## src/rtl/mdio_pkg.sv

```systemverilog
// rtl/mdio_pkg.sv - shared types and constants for the Clause-22 MDIO responder
// Contents: frame phase enum, opcode values, fixed register indices.
package mdio_pkg;

  typedef enum logic [2:0] {
    PH_PRE,
    PH_ST,
    PH_OP,
    PH_PHYAD,
    PH_REGAD,
    PH_TA,
    PH_DATA
  } ph_e;

  localparam logic [1:0] OP_READ  = 2'b10;
  localparam logic [1:0] OP_WRITE = 2'b01;

  localparam logic [4:0] REG_CTRL     = 5'd0;
  localparam logic [4:0] REG_STAT     = 5'd1;
  localparam logic [4:0] REG_ID1      = 5'd2;
  localparam logic [4:0] REG_ID2      = 5'd3;
  localparam logic [4:0] REG_STORE_LO = 5'd4;

  // Preamble ones counter saturates here so arbitrarily long preambles still qualify.
  localparam logic [5:0] ONES_MAX = 6'd32;

endpackage

```

## src/rtl/mdio_edge_sync.sv

```systemverilog
// rtl/mdio_edge_sync.sv - 2-flop synchronisers for MDC/MDIO plus MDC rising-edge pulse
// Ports: clk, rst (sync, active-high), mdc, mdio (async in),
//        mdc_rise (1-cycle pulse on synced 0->1 of MDC), mdio_sync (synced MDIO).
module mdio_edge_sync (
  input  logic clk,
  input  logic rst,
  input  logic mdc,
  input  logic mdio,
  output logic mdc_rise,
  output logic mdio_sync
);

  logic [1:0] mdc_ff;
  logic [1:0] mdio_ff;
  logic       mdc_prev;

  always_ff @(posedge clk) begin
    if (rst) begin
      mdc_ff   <= 2'b00;
      mdio_ff  <= 2'b00;
      mdc_prev <= 1'b0;
    end else begin
      mdc_ff   <= {mdc_ff[0], mdc};
      mdio_ff  <= {mdio_ff[0], mdio};
      mdc_prev <= mdc_ff[1];
    end
  end

  assign mdc_rise  = mdc_ff[1] & ~mdc_prev;
  assign mdio_sync = mdio_ff[1];

endmodule

```

## src/rtl/mdio_responder.sv

```systemverilog
// rtl/mdio_responder.sv - PHY-side Clause-22 MDIO slave with a 32x16 register space
// Ports: clk_rmii, rst (sync, active-high), i_mdc/i_mdio (station in),
//        o_mdio/oe_mdio (responder drive), status_i (live reg 1), ctrl_o (reg 0),
//        phy_soft_rst (pulse on reg 0 bit 15 write), wr_valid/wr_addr/wr_data (write strobe).
module mdio_responder
  import mdio_pkg::*;
#(
  parameter logic [4:0]  PHY_ADDR     = 5'd1,
  parameter logic [15:0] PHY_ID1      = 16'h0007,
  parameter logic [15:0] PHY_ID2      = 16'hC0F1,
  parameter logic [15:0] CTRL_RESET   = 16'h3100,
  parameter int          PREAMBLE_LEN = 32
) (
  input  logic        clk_rmii,
  input  logic        rst,
  input  logic        i_mdc,
  input  logic        i_mdio,
  output logic        o_mdio,
  output logic        oe_mdio,
  input  logic [15:0] status_i,
  output logic [15:0] ctrl_o,
  output logic        phy_soft_rst,
  output logic        wr_valid,
  output logic [4:0]  wr_addr,
  output logic [15:0] wr_data
);

  localparam logic [5:0] PRE_MIN = 6'(PREAMBLE_LEN);

  logic        mdc_rise;
  logic        mdio_s;
  ph_e         ph;
  logic [5:0]  ones_cnt;
  logic [3:0]  bit_cnt;
  logic [1:0]  op;
  logic [4:0]  phyad;
  logic [4:0]  regad;
  logic [15:0] shreg;
  logic [15:0] store [4:31];
  logic [15:0] rd_data;
  logic [15:0] wdata;
  logic        hit;

  mdio_edge_sync u_sync (
    .clk       (clk_rmii),
    .rst       (rst),
    .mdc       (i_mdc),
    .mdio      (i_mdio),
    .mdc_rise  (mdc_rise),
    .mdio_sync (mdio_s)
  );

  assign hit = (phyad == PHY_ADDR);
  // Shift register doubles as write collector: the 16th data bit arrives live.
  assign wdata = {shreg[14:0], mdio_s};

  always_comb begin
    rd_data = 16'h0000;
    case (regad)
      REG_CTRL: rd_data = {1'b0, ctrl_o[14:0]};
      REG_STAT: rd_data = status_i;
      REG_ID1:  rd_data = PHY_ID1;
      REG_ID2:  rd_data = PHY_ID2;
      default:  rd_data = store[regad];
    endcase
  end

  always_ff @(posedge clk_rmii) begin
    if (rst) begin
      ph           <= PH_PRE;
      ones_cnt     <= 6'd0;
      bit_cnt      <= 4'd0;
      op           <= 2'b00;
      phyad        <= 5'd0;
      regad        <= 5'd0;
      shreg        <= 16'h0000;
      o_mdio       <= 1'b0;
      oe_mdio      <= 1'b0;
      ctrl_o       <= CTRL_RESET;
      phy_soft_rst <= 1'b0;
      wr_valid     <= 1'b0;
      wr_addr      <= 5'd0;
      wr_data      <= 16'h0000;
      for (int i = 4; i < 32; i++) store[i] <= 16'h0000;
    end else begin
      wr_valid     <= 1'b0;
      phy_soft_rst <= 1'b0;
      if (mdc_rise) begin
        case (ph)
          PH_PRE: begin
            if (mdio_s) begin
              if (ones_cnt != ONES_MAX) ones_cnt <= ones_cnt + 6'd1;
            end else if (ones_cnt >= PRE_MIN) begin
              // This 0 is the first start bit.
              ph       <= PH_ST;
              ones_cnt <= 6'd0;
            end else begin
              ones_cnt <= 6'd0;
            end
          end
          PH_ST: begin
            bit_cnt <= 4'd0;
            ph      <= mdio_s ? PH_OP : PH_PRE;
          end
          PH_OP: begin
            op <= {op[0], mdio_s};
            if (bit_cnt == 4'd1) begin
              bit_cnt <= 4'd0;
              if ({op[0], mdio_s} == OP_READ || {op[0], mdio_s} == OP_WRITE) ph <= PH_PHYAD;
              else ph <= PH_PRE;
            end else begin
              bit_cnt <= bit_cnt + 4'd1;
            end
          end
          PH_PHYAD: begin
            phyad <= {phyad[3:0], mdio_s};
            if (bit_cnt == 4'd4) begin
              bit_cnt <= 4'd0;
              ph      <= PH_REGAD;
            end else begin
              bit_cnt <= bit_cnt + 4'd1;
            end
          end
          PH_REGAD: begin
            regad <= {regad[3:0], mdio_s};
            if (bit_cnt == 4'd4) begin
              bit_cnt <= 4'd0;
              ph      <= PH_TA;
            end else begin
              bit_cnt <= bit_cnt + 4'd1;
            end
          end
          PH_TA: begin
            if (bit_cnt == 4'd0) begin
              // Take the bus during TA so the station sees 0 on the second TA bit.
              if (hit && op == OP_READ) begin
                oe_mdio <= 1'b1;
                o_mdio  <= 1'b0;
              end
              shreg   <= rd_data;
              bit_cnt <= 4'd1;
            end else begin
              o_mdio  <= oe_mdio & shreg[15];
              shreg   <= wdata;
              bit_cnt <= 4'd0;
              ph      <= PH_DATA;
            end
          end
          PH_DATA: begin
            if (bit_cnt == 4'd15) begin
              oe_mdio  <= 1'b0;
              o_mdio   <= 1'b0;
              ph       <= PH_PRE;
              ones_cnt <= 6'd0;
              bit_cnt  <= 4'd0;
              if (hit && op == OP_WRITE) begin
                wr_valid <= 1'b1;
                wr_addr  <= regad;
                wr_data  <= wdata;
                if (regad == REG_CTRL) begin
                  if (wdata[15]) begin
                    ctrl_o       <= CTRL_RESET;
                    phy_soft_rst <= 1'b1;
                  end else begin
                    ctrl_o <= wdata;
                  end
                end else if (regad >= REG_STORE_LO) begin
                  store[regad] <= wdata;
                end
              end
            end else begin
              o_mdio  <= oe_mdio & shreg[15];
              shreg   <= wdata;
              bit_cnt <= bit_cnt + 4'd1;
            end
          end
          default: ph <= PH_PRE;
        endcase
      end
    end
  end

endmodule

```

## config.mk

```make
export PLATFORM = sky130hd
export DESIGN_NAME = mdio_responder
export DESIGN_NICKNAME = d
export VERILOG_FILES = /design/src/rtl/mdio_pkg.sv /design/src/rtl/mdio_edge_sync.sv /design/src/rtl/mdio_responder.sv
export SDC_FILE = /design/constraint.sdc
export NUM_CORES = 1
export LEC_CHECK = 0
export BUFFER_PORTS_ARGS = -buffer_cell sky130_fd_sc_hd__buf_2
export CAP_MARGIN = 20
export CORE_MARGIN = 4
export CORE_UTILIZATION = 40
export CTS_CLUSTER_DIAMETER = 100
export CTS_CLUSTER_SIZE = 16
export DETAILED_ROUTE_END_ITERATION = 16
export GPL_ROUTABILITY_DRIVEN = 1
export PLACE_DENSITY = 0.55
export RECOVER_POWER = 50
export SLEW_MARGIN = 15
export SYNTH_ARGS = -nofsm -noshare
export SYNTH_HDL_FRONTEND = slang
export SYNTH_SLANG_ARGS = --single-unit
```

## constraint.sdc

```tcl
create_clock -name clk_rmii -period 3.3 [get_ports clk_rmii]
set_input_delay 0.165 -clock clk_rmii [delete_from_list [all_inputs] [get_ports clk_rmii]]
set_output_delay 0.165 -clock clk_rmii [all_outputs]
set_load 0.01 [all_outputs]
```

==> flow_metrics.tcl, run 1 <==
set metrics [dict create \
    yosys_warnings 0 \
    n_fill_cell 6047 \
    htree_num_levels 2 \
    cap_violations 3 \
    row_count 95 \
    die_area_um2 72700 \
    routed.top_layer "met4" \
    skew_ns 0.0239 \
    grt_max_degree 59 \
    multiInputGateArea_um2 9270 \
    root_buffer "clkbuf_16" \
    grt_first_pass_wirelength_um 111000 \
    critPathLaunchType "flop" \
    drc_errors 0 \
    drtAntennaViolNets 0 \
    finish.utilization 0.443 \
    syn_area_per_cell_um2 14.1 \
    timing.setup.tns_ns 0 \
    report.final.slew_viol_count 107 \
    initial_core_util 0.406 \
    synthArstFlopShare 0 \
    drt-total-wl_um 74500 \
    drt-initial-drc-count 1361 \
    dpl.hpwl_um 48900 \
    post_cts_buffers 0 \
    track_usage 0.203 \
    grt-ovfl-total 0 \
    rrSetupSlack_ns 0.26 \
    slew_headroom -0.571 \
    whs_ns 0.113 \
    p_leak_nw 9.47 \
    arrival_ns 3.27 \
    cts.repair.resized 0 \
    fmax_mhz 329 \
    period_needed_ns 3.04 \
    synth_edf_count 512 \
    layout_common_cells "edfxtp_1, and2_1, nor3_1" \
    grt_pass1_vias 16500 \
    cts_buffers 43 \
    synth_top_area_cell "edfxtp_1" \
    syn_area_um2 27400 \
    clk_path_buf_depth 3 \
    area_growth_pct 9.22 \
    cts_tree "yes" \
    worst_pin_slew_ns 2.36 \
    nets 2047 \
    die_h_um 270 \
    ios 61 \
    cp_max_fo 13 \
    pre_cts_slack_ns 0.366 \
    path_class "flop to flop" \
    ys_types 65 \
    register_area_um2 17200 \
    gp_congestion 0.839 \
    num_vias 16500 \
    clock-sinks 603 \
    power_mw 14.1 \
    final_cells 2914 \
    ys_seq_elements 603 \
    wl_met2_um 36200 \
    final_common_cell "edfxtp_1" \
    place_area_um2 28800 \
    dp.cells 2840 \
    power.density_nw_per_um2 471 \
    min_period_over_period 0.920 \
    wl_met1_um 31700 \
    die_x_um 270 \
    final_hold_viol_count 0 \
    synth_flop_cell "edfxtp_1" \
    critPathRequiredTime_ns 3.54 \
    design.core.area_um2 67500 \
    via_per_inst 5.65 \
    synthTopCellsByArea "edfxtp_1, mux4_2, and2_1" \
    dr.pass1.iters 5 \
    synthCells 1945 \
    ir_drop_uv 372 \
    r2r-start "phyad[3]$_SDFFE_PP0P_" \
    min_from "status_i[14]" \
    io_buffers 59 \
    worstSkewPairLatency_ns 0.61 \
    clk_pin_slew_ns 0.08 \
    yosysTopAreaCellShare 0.561 \
    wire_per_inst_um 25.6 \
    antenna_found_initial 3 \
    run_status "finished, violations left" \
    rsz0062_at_grt "no" \
    drive_above_1_share 0.164 \
    met3_length_um 4640 \
    finalWorstSetupSlack_ns 0.264 \
    violations "max-capacitance violations, max-slew violations" \
    cp-startpoint "phyad[3]$_SDFFE_PP0P_" \
    yosysSeqAreaShare 0.628 \
    hold_class "input pin to flop" \
    fin_area_um2 29900 \
    setup_viol 0 \
    crit_path_end_kind "flop" \
]
## flip-flops by register name (all words and copies together), names as in the netlist, named ones only
signal           flops
o_mdio               1
store              512
bit_cnt              4
shreg               16
wr_data             16
wr_addr              5
u_sync.mdio_ff       2
u_sync.mdc_prev      1
ph                   3
phyad                5
ones_cnt             6
oe_mdio              1
regad                5
wr_valid             1
op                   2
ctrl_o              15
phy_soft_rst         1
u_sync.mdc_ff        2
## cells in the mapped netlist (all sizes together), types with 2 or more instances
cell	instances
o21a	6
a2bb2oi	2
nand2	79
edfxtp	512
a2111oi	3
mux4	138
and2	313
a22oi	9
nor2	72
xor2	2
o21ai	43
nand3	44
nand2b	5
o211ai	11
a21oi	57
a21boi	7
ha	5
xnor2	5
nand3b	10
o22ai	23
mux2i	25
nor3	155
or3	3
clkbuf	114
buf	90
dfxtp	91
a31o	4
nor4	2
mux2	22
nor3b	3
or3b	5
nor4b	3
a311o	3
a31oi	14
nor2b	13
a211oi	7
and3	6
nand4	7
inv	14
nand4b	2
## cell families after synthesis
kind of cell / after synthesis / share of synthesized area
compound gates: 199 / 0.0449
xor+xnor: 7 / 0.00224
fa+ha+maj: 5 / 0.00228
buf+inv: 218 / 0.0408
flops: 603 / 0.628
mux: 185 / 0.132
other cells: 1 / 0.000137
simple gates: 727 / 0.150
## path summary, 6_finish.rpt
kind	cells past startpoint	to
setup / recovery	6	store[24][11]$_SDFFCE_PN0P_
hold / removal	5	shreg[14]$_SDFFE_PP0P_
setup reg to reg	6	store[24][11]$_SDFFCE_PN0P_
hold reg to reg	1	u_sync.mdio_ff[1]$_SDFF_PP0_
## power breakdown
group / leakage [nW] / switching (mW) / internal [mW]
sequential: 5.65 / 0.110 / 8.54
combinational: 3.25 / 0.261 / 0.171
clock: 0.574 / 2.58 / 2.44
## routing by layer
layer  GRT usage  vias up
met2       0.338      550
met3      0.0313      100
met1       0.278     8470
met4      0.0559        0
met5           0        -
li1            -     7335
## cell type report
type / count / share of cell area
clock buffer: 59 / 0.0387
timing repair buffer: 172 / 0.0369
inverter: 14 / 0.00176
clock inverter: 4 / 0.00109
sequential: 603 / 0.575
multi-input combinational: 1188 / 0.310
tap: 873 / 0.0365
antenna: 1 / 0.0000836
## timing repair
item,in CTS,in global routing
endpoints found under the setup margin,0,0
hold endpoints to repair,16,0
hold buffers,10,0
## worst max-delay path: stages, from the launching register on
cell      delay (ns)
dfxtp_1         0.33
or4b_1          0.55
and4bb_1        0.29
buf_4           0.19
nand4_4         0.31
o21ai_0         0.36
clkbuf_1        0.63
Note: power is estimated with default switching activity, not from simulation.
==> inputs of run 2 (changes only) <==
ABC_AREA = 1   (was unset)
==> run 2 against run 1 <==
Routed wire length grew 11%. Die area down 2.5%. First-iteration DRC count grew 54%. Register-to-register slack better by 0.02 ns. Total power barely moved. Sequential cell count unchanged. Area after synthesis fell by 2.6%. The flow now finishes without violations.
==> flow_metrics.tcl, run 2 <==
set metrics [dict create \
    critPathLaunchType "flop" \
    grt_pass1_vias 19400 \
    die_h_um 266 \
    track_usage 0.230 \
    gp_congestion 0.869 \
    drive_above_1_share 0.0661 \
    die_area_um2 70900 \
    cap_violations 0 \
    grt_first_pass_wirelength_um 122000 \
    critPathRequiredTime_ns 3.53 \
    n_fill_cell 6291 \
    power_mw 14.1 \
    grtUsageMet2 0.375 \
    p_leak_nw 10.0 \
    reg_top3 "store (512), shreg (16), wr_data (16)" \
    multiInputGateArea_um2 8330 \
    ir_drop_uv 305 \
    crit_buf_inv 2 \
    hold_depth 5 \
    final_hold_viol_count 0 \
    ios 61 \
    grt_max_degree 121 \
    arrival_ns 3.25 \
    fmax_mhz 331 \
    cp_max_fo 17 \
    register_area_um2 17200 \
    min_period_over_period 0.915 \
    worstSkewPairLatency_ns 0.60 \
    slew_headroom 0.185 \
    area_growth_pct 9.92 \
    grt_use_met1 0.314 \
    yosys_warnings 0 \
    synthArstFlopShare 0 \
    nets 2782 \
    skew_ns 0.0259 \
    worst_pin_slew_ns 1.22 \
    synth_edf_count 512 \
    initial_core_util 0.405 \
    yosysMostFrequentCell "nor2_1" \
    cp_top_family "simple AND/OR/NAND/NOR gates" \
    min_to "shreg[0]$_SDFFE_PP0P_" \
    final_cells 3646 \
    report.final.slew_viol_count 0 \
    clk_path_buf_depth 3 \
    rsz0062_at_grt "no" \
    period_needed_ns 3.02 \
    drc_errors 0 \
    yosysSeqAreaShare 0.644 \
    antenna_found_initial 0 \
    layout_common_cells "nor2_1, edfxtp_1, o21ai_0" \
    whs_ns 0.0318 \
    syn_area_um2 26700 \
    rrSetupSlack_ns 0.28 \
    path_class "flop to flop" \
    slowest_delay_ns 0.55 \
    final_common_cell "nor2_1" \
    clk_pin_slew_ns 0.08 \
    path_cells "inv_1 > nor2_1 > inv_1 > nor4_2 > nand2_2 > nor2_4 > nand2_4 > nor2_8 > nand2_4 > nand2_1" \
    dp.cells 3572 \
    ys_types 35 \
    drt-initial-drc-count 2102 \
    drtAntennaViolNets 0 \
    hold_class "input pin to flop" \
    num_vias 20200 \
    finish.utilization 0.445 \
    syn_area_per_cell_um2 9.86 \
    dpl.hpwl_um 51600 \
    synth_flop_cell "edfxtp_1" \
    largest_reg_flops 512 \
    cts_buffers 43 \
    htree_num_levels 2 \
    synth_commonest_cells "nor2_1, edfxtp_1, o21ai_0" \
    grt-ovfl-total 0 \
    power.density_nw_per_um2 481 \
    diodes 0 \
    drt-total-wl_um 82700 \
    r2r-start "u_sync.mdc_ff[1]$_SDFF_PP0_" \
    clock-sinks 603 \
    run_status "complete, no violations" \
    yosysTopAreaCellShare 0.576 \
    row_count 94 \
    io_buffers 59 \
    top_register "store" \
    via_per_inst 5.54 \
    busiest_layer "met2" \
    met3_usage 0.0421 \
    r2r-end "store[21][10]$_SDFFCE_PN0P_" \
    synthTopCellsByArea "edfxtp_1, nor2_1, dfxtp_1" \
    wire_per_inst_um 22.7 \
    design.core.area_um2 66000 \
    crit_slowest_cell "nand2_1" \
    ys_seq_elements 603 \
    rr_worst_depth 10 \
    root_buffer "clkbuf_16" \
    crit_path_end_kind "flop" \
    synth_top_area_cell "edfxtp_1" \
    timing.setup.tns_ns 0 \
    min_from "status_i[0]" \
    cts_tree "yes" \
    dr.pass1.iters 5 \
    setup_viol 0 \
    die_x_um 266 \
    synthCells 2707 \
]
[run 2: cell types whose count changed after synthesis, sizes merged, moves of 25 or more]
| cell | before | now |
|---|---|---|
| a21oi | 57 | 143 |
| o21ai | 43 | 293 |
| nand2 | 79 | 254 |
| nor2 | 72 | 751 |
| o211ai | 11 | 108 |
| nand3 | 44 | 166 |
| clkbuf | 114 | 147 |
| nor3 | 155 | 12 |
| buf | 90 | 63 |
| and2 | 313 | 0 |
| mux4 | 138 | 0 |
| inv | 14 | 131 |
| mux2i | 25 | 0 |
[run 2: kinds of logic (layout without fill, tap and decap cells)]
group	Yosys count	after routing	share of synthesized area
other	1	65	0.000140
buffers and inverters	346	357	0.0507
adder cells (fa/ha/maj)	5	5	0.00234
XOR/XNOR	1	1	0.000328
flip-flops	603	603	0.644
AND/OR/NAND/NOR	1188	1188	0.185
AO/OA/AOI/OAI	563	563	0.117
[run 2: through the flow]
| stage | setup WS (ns) | instance area, µm² |
|---|---|---|
| 6_report | 0.280 | 29300 |
| 5_1_grt | 0.0854 | 29300 |
| 4_1_cts | 0.324 | 29500 |
| 3_5_place_dp | 0.343 | 28200 |
| 3_3_place_gp | 0.444 | 28200 |
| 2_1_floorplan | 0.811 | 26900 |
[run 2: how the worst max path moves through the flow]
stage                           startpoint                          end  slack [ns]  depth (start not counted)
2_1_floorplan      bit_cnt[0]$_SDFFE_PP0P_   store[12][0]$_SDFFCE_PN0P_        0.81                          8
3_3_place_gp       bit_cnt[0]$_SDFFE_PP0P_  store[21][10]$_SDFFCE_PN0P_        0.44                          9
3_5_place_dp       bit_cnt[0]$_SDFFE_PP0P_  store[21][13]$_SDFFCE_PN0P_        0.34                          9
4_1_cts            bit_cnt[0]$_SDFFE_PP0P_   store[21][9]$_SDFFCE_PN0P_        0.32                          9
5_1_grt        u_sync.mdc_ff[1]$_SDFF_PP0_    store[7][6]$_SDFFCE_PN0P_        0.09                         11
6_report       u_sync.mdc_ff[1]$_SDFF_PP0_  store[21][10]$_SDFFCE_PN0P_        0.28                         10
[run 2: power breakdown]
group	total [mW]	internal (mW)	switching, mW
Combinational	0.364	0.0921	0.272
Sequential	8.62	8.53	0.0966
Clock	5.13	2.52	2.60
[run 2: per-layer routing]
layer  part of all wire  vias up  routed length (µm)
met1               0.41     9925               33700
met5                  0        -                   0
met4              0.036        0                2980
met3              0.085      146                7010
li1                   -     9268                   -
met2               0.47      848               39000
[run 2: repair_timing]
item / CTS / global route
resized for setup: 0 / 0
buffers inserted: 0 / 0
hold buffers: 4 / 0
endpoints found under the hold margin: 5 / 0
[run 2: final cells by class]
type                    count  share of cell area
repair buffers            151              0.0337
flip-flops and latches    603               0.586
inverters                 136              0.0176
well taps                 864              0.0368
multi-input cells        1822               0.284
clock inverters             1            0.000213
clock buffers              69              0.0414
[run 2: worst register-to-register path, stage by stage, from the launching register on]
cell and delay (ns):
dfxtp_1 0.32, inv_1 0.05, nor2_1 0.22, inv_1 0.19, nor4_2 0.26, nand2_2 0.14
nor2_4 0.15, nand2_4 0.12, nor2_8 0.42, nand2_4 0.23, nand2_1 0.55
==> inputs of run 3 (changes only) <==
CORE_UTILIZATION = 50   (was 40)
HOLD_SLACK_MARGIN = 0.15   (was unset)
PLACE_DENSITY = 0.67   (was 0.55)
==> run 3 against run 2 <==
The run now ends with max-capacitance violations, max-slew violations left. Combinational power fell by 5%. Cell count is 5.2% lower. Worst setup slack worse by 0.12 ns. Die area fell by 19%. First-iteration DRC count increased by 39%. Total power down 0.66%.
==> flow_metrics.tcl, run 3 (synthesis results as in run 2) <==
set metrics [dict create \
    nets 2767 \
    gp_congestion 0.966 \
    place_area_um2 27800 \
    track_usage 0.266 \
    die_area_um2 57200 \
    io_buffers 59 \
    holdBufCountCts 15 \
    path_class "input pin to flop" \
    drtAntennaViolNets 0 \
    clk_path_buf_depth 3 \
    min_to "shreg[11]$_SDFFE_PP0P_" \
    worstSkewPairLatency_ns 0.59 \
    critPathRequiredTime_ns 3.41 \
    fin_area_um2 29000 \
    rr_worst_depth 10 \
    min_period_over_period 0.952 \
    crit_path_end_kind "flop" \
    ios 61 \
    htree_num_levels 2 \
    dr.pass1.iters 6 \
    skew_ns 0.0258 \
    final_common_cell "nor2_1" \
    violations "max-capacitance violations, max-slew violations" \
    min_from "status_i[11]" \
    cp_max_fo 32 \
    grt_pass1_vias 18800 \
    area_growth_pct 8.73 \
    num_vias 20400 \
    r2r-end "shreg[0]$_SDFFE_PP0P_" \
    cap_violations 1 \
    arrival_ns 3.25 \
    final_hold_viol_count 0 \
    die_x_um 239 \
    cts_buffers 43 \
    worst_pin_slew_ns 1.69 \
    clk_pin_slew_ns 0.07 \
    wire_per_inst_um 22.4 \
    power_mw 14.0 \
    whs_ns 0.196 \
    clock-sinks 603 \
    post_cts_buffers 0 \
    root_buffer "clkbuf_16" \
    setup_viol 0 \
    top_register "store" \
    hold_class "input pin to flop" \
    antenna_found_initial 1 \
    initial_core_util 0.506 \
    largest_reg_flops 512 \
    row_count 84 \
    design.core.area_um2 52800 \
    ir_drop_uv 365 \
    period_needed_ns 3.14 \
    grt_max_degree 140 \
    report.final.slew_viol_count 33 \
    timing.setup.tns_ns 0 \
    drive_above_1_share 0.0632 \
    grt-ovfl-total 0 \
    n_fill_cell 4640 \
    via_per_inst 5.89 \
    p_leak_nw 9.97 \
    critPathLaunchType "input pin" \
    diodes 0 \
    power.density_nw_per_um2 483 \
    dpl.hpwl_um 47900 \
    hold_depth 5 \
    drt-total-wl_um 77500 \
    slew_headroom -0.130 \
    cts_tree "yes" \
    drt-initial-drc-count 2918 \
    grt_first_pass_wirelength_um 116000 \
    rrSetupSlack_ns 0.20 \
    cts.repair.resized 0 \
    reg_top3 "store (512), shreg (16), wr_data (16)" \
    die_h_um 239 \
    drc_errors 0 \
    rsz0062_at_grt "no" \
    run_status "finished, violations left" \
    fmax_mhz 318 \
    layout_common_cells "nor2_1, edfxtp_1, o21ai_0" \
]
-- run 3: cell types whose count changed in the layout (fill, tap and decap cells not counted), moves of 2 or more --
cell / change
nand2_2: +8
buf_12: -5
inv_2: +2
buf_4: -16
dlygate4sd3_1: +11
nand2_1: -8
inv_1: -2
clkbuf_1: -6
-- run 3: stage by stage --
| stage | std cells | utilization | worst slack (ns) |
|---|---|---|---|
| 2_1_floorplan | 2771 | - | 0.811 |
| 5_1_grt | 3456 | 0.550 | 0.0814 |
| 3_5_place_dp | 3370 | 0.526 | 0.354 |
| 4_1_cts | 3456 | 0.553 | 0.356 |
| 3_3_place_gp | 3370 | 0.526 | 0.473 |
| 6_report | 3456 | 0.550 | 0.159 |
-- run 3: per-layer routing --
layer | global-route usage | vias up | wire [µm]
li1 | - | 9242 | -
met1 | 0.369 | 9829 | 30200
met2 | 0.429 | 1112 | 36600
met3 | 0.0508 | 173 | 7930
met4 | 0.0807 | 2 | 2700
met5 | 0 | - | 18
-- run 3: layout make-up --
type	count	area, µm²	share of cell area
Clock buffer	70	1220	0.0420
Clock inverter	1	7.51	0.000259
Inverter	136	515	0.0178
Multi-Input combinational cell	1822	8350	0.288
Sequential cell	603	17200	0.593
Tap cell	688	861	0.0297
Timing Repair Buffer	136	868	0.0299
-- run 3: worst max-delay path by stage --
stage                            startpoint                          to  slack [ns]  cells after the start
CTS                 bit_cnt[0]$_SDFFE_PP0P_  store[21][9]$_SDFFCE_PN0P_        0.36                      9
finish                                  rst  store[15][3]$_SDFFCE_PN0P_        0.16                      4
global placement    bit_cnt[0]$_SDFFE_PP0P_  store[9][13]$_SDFFCE_PN0P_        0.47                      9
global route             ph[1]$_SDFFE_PP0P_   store[5][8]$_SDFFCE_PN0P_        0.08                     11
detailed placement  bit_cnt[0]$_SDFFE_PP0P_  store[21][7]$_SDFFCE_PN0P_        0.35                      9
floorplan           bit_cnt[0]$_SDFFE_PP0P_  store[12][0]$_SDFFCE_PN0P_        0.81                      8
-- run 3: worst max-delay path, stage by stage --
cell           delay, ns
dlygate4sd3_1       0.53
buf_2               0.32
inv_1               1.31
nand2_1             0.90
-- run 3: where the power goes --
| group | total (mW) | leakage (nW) | switching [mW] | internal (mW) |
|---|---|---|---|---|
| combinational | 0.347 | 3.71 | 0.263 | 0.0844 |
| clock | 5.05 | 0.584 | 2.52 | 2.53 |
| sequential | 8.62 | 5.68 | 0.0920 | 8.53 |
| total | 14.0 | 9.97 | 2.88 | 11.1 |
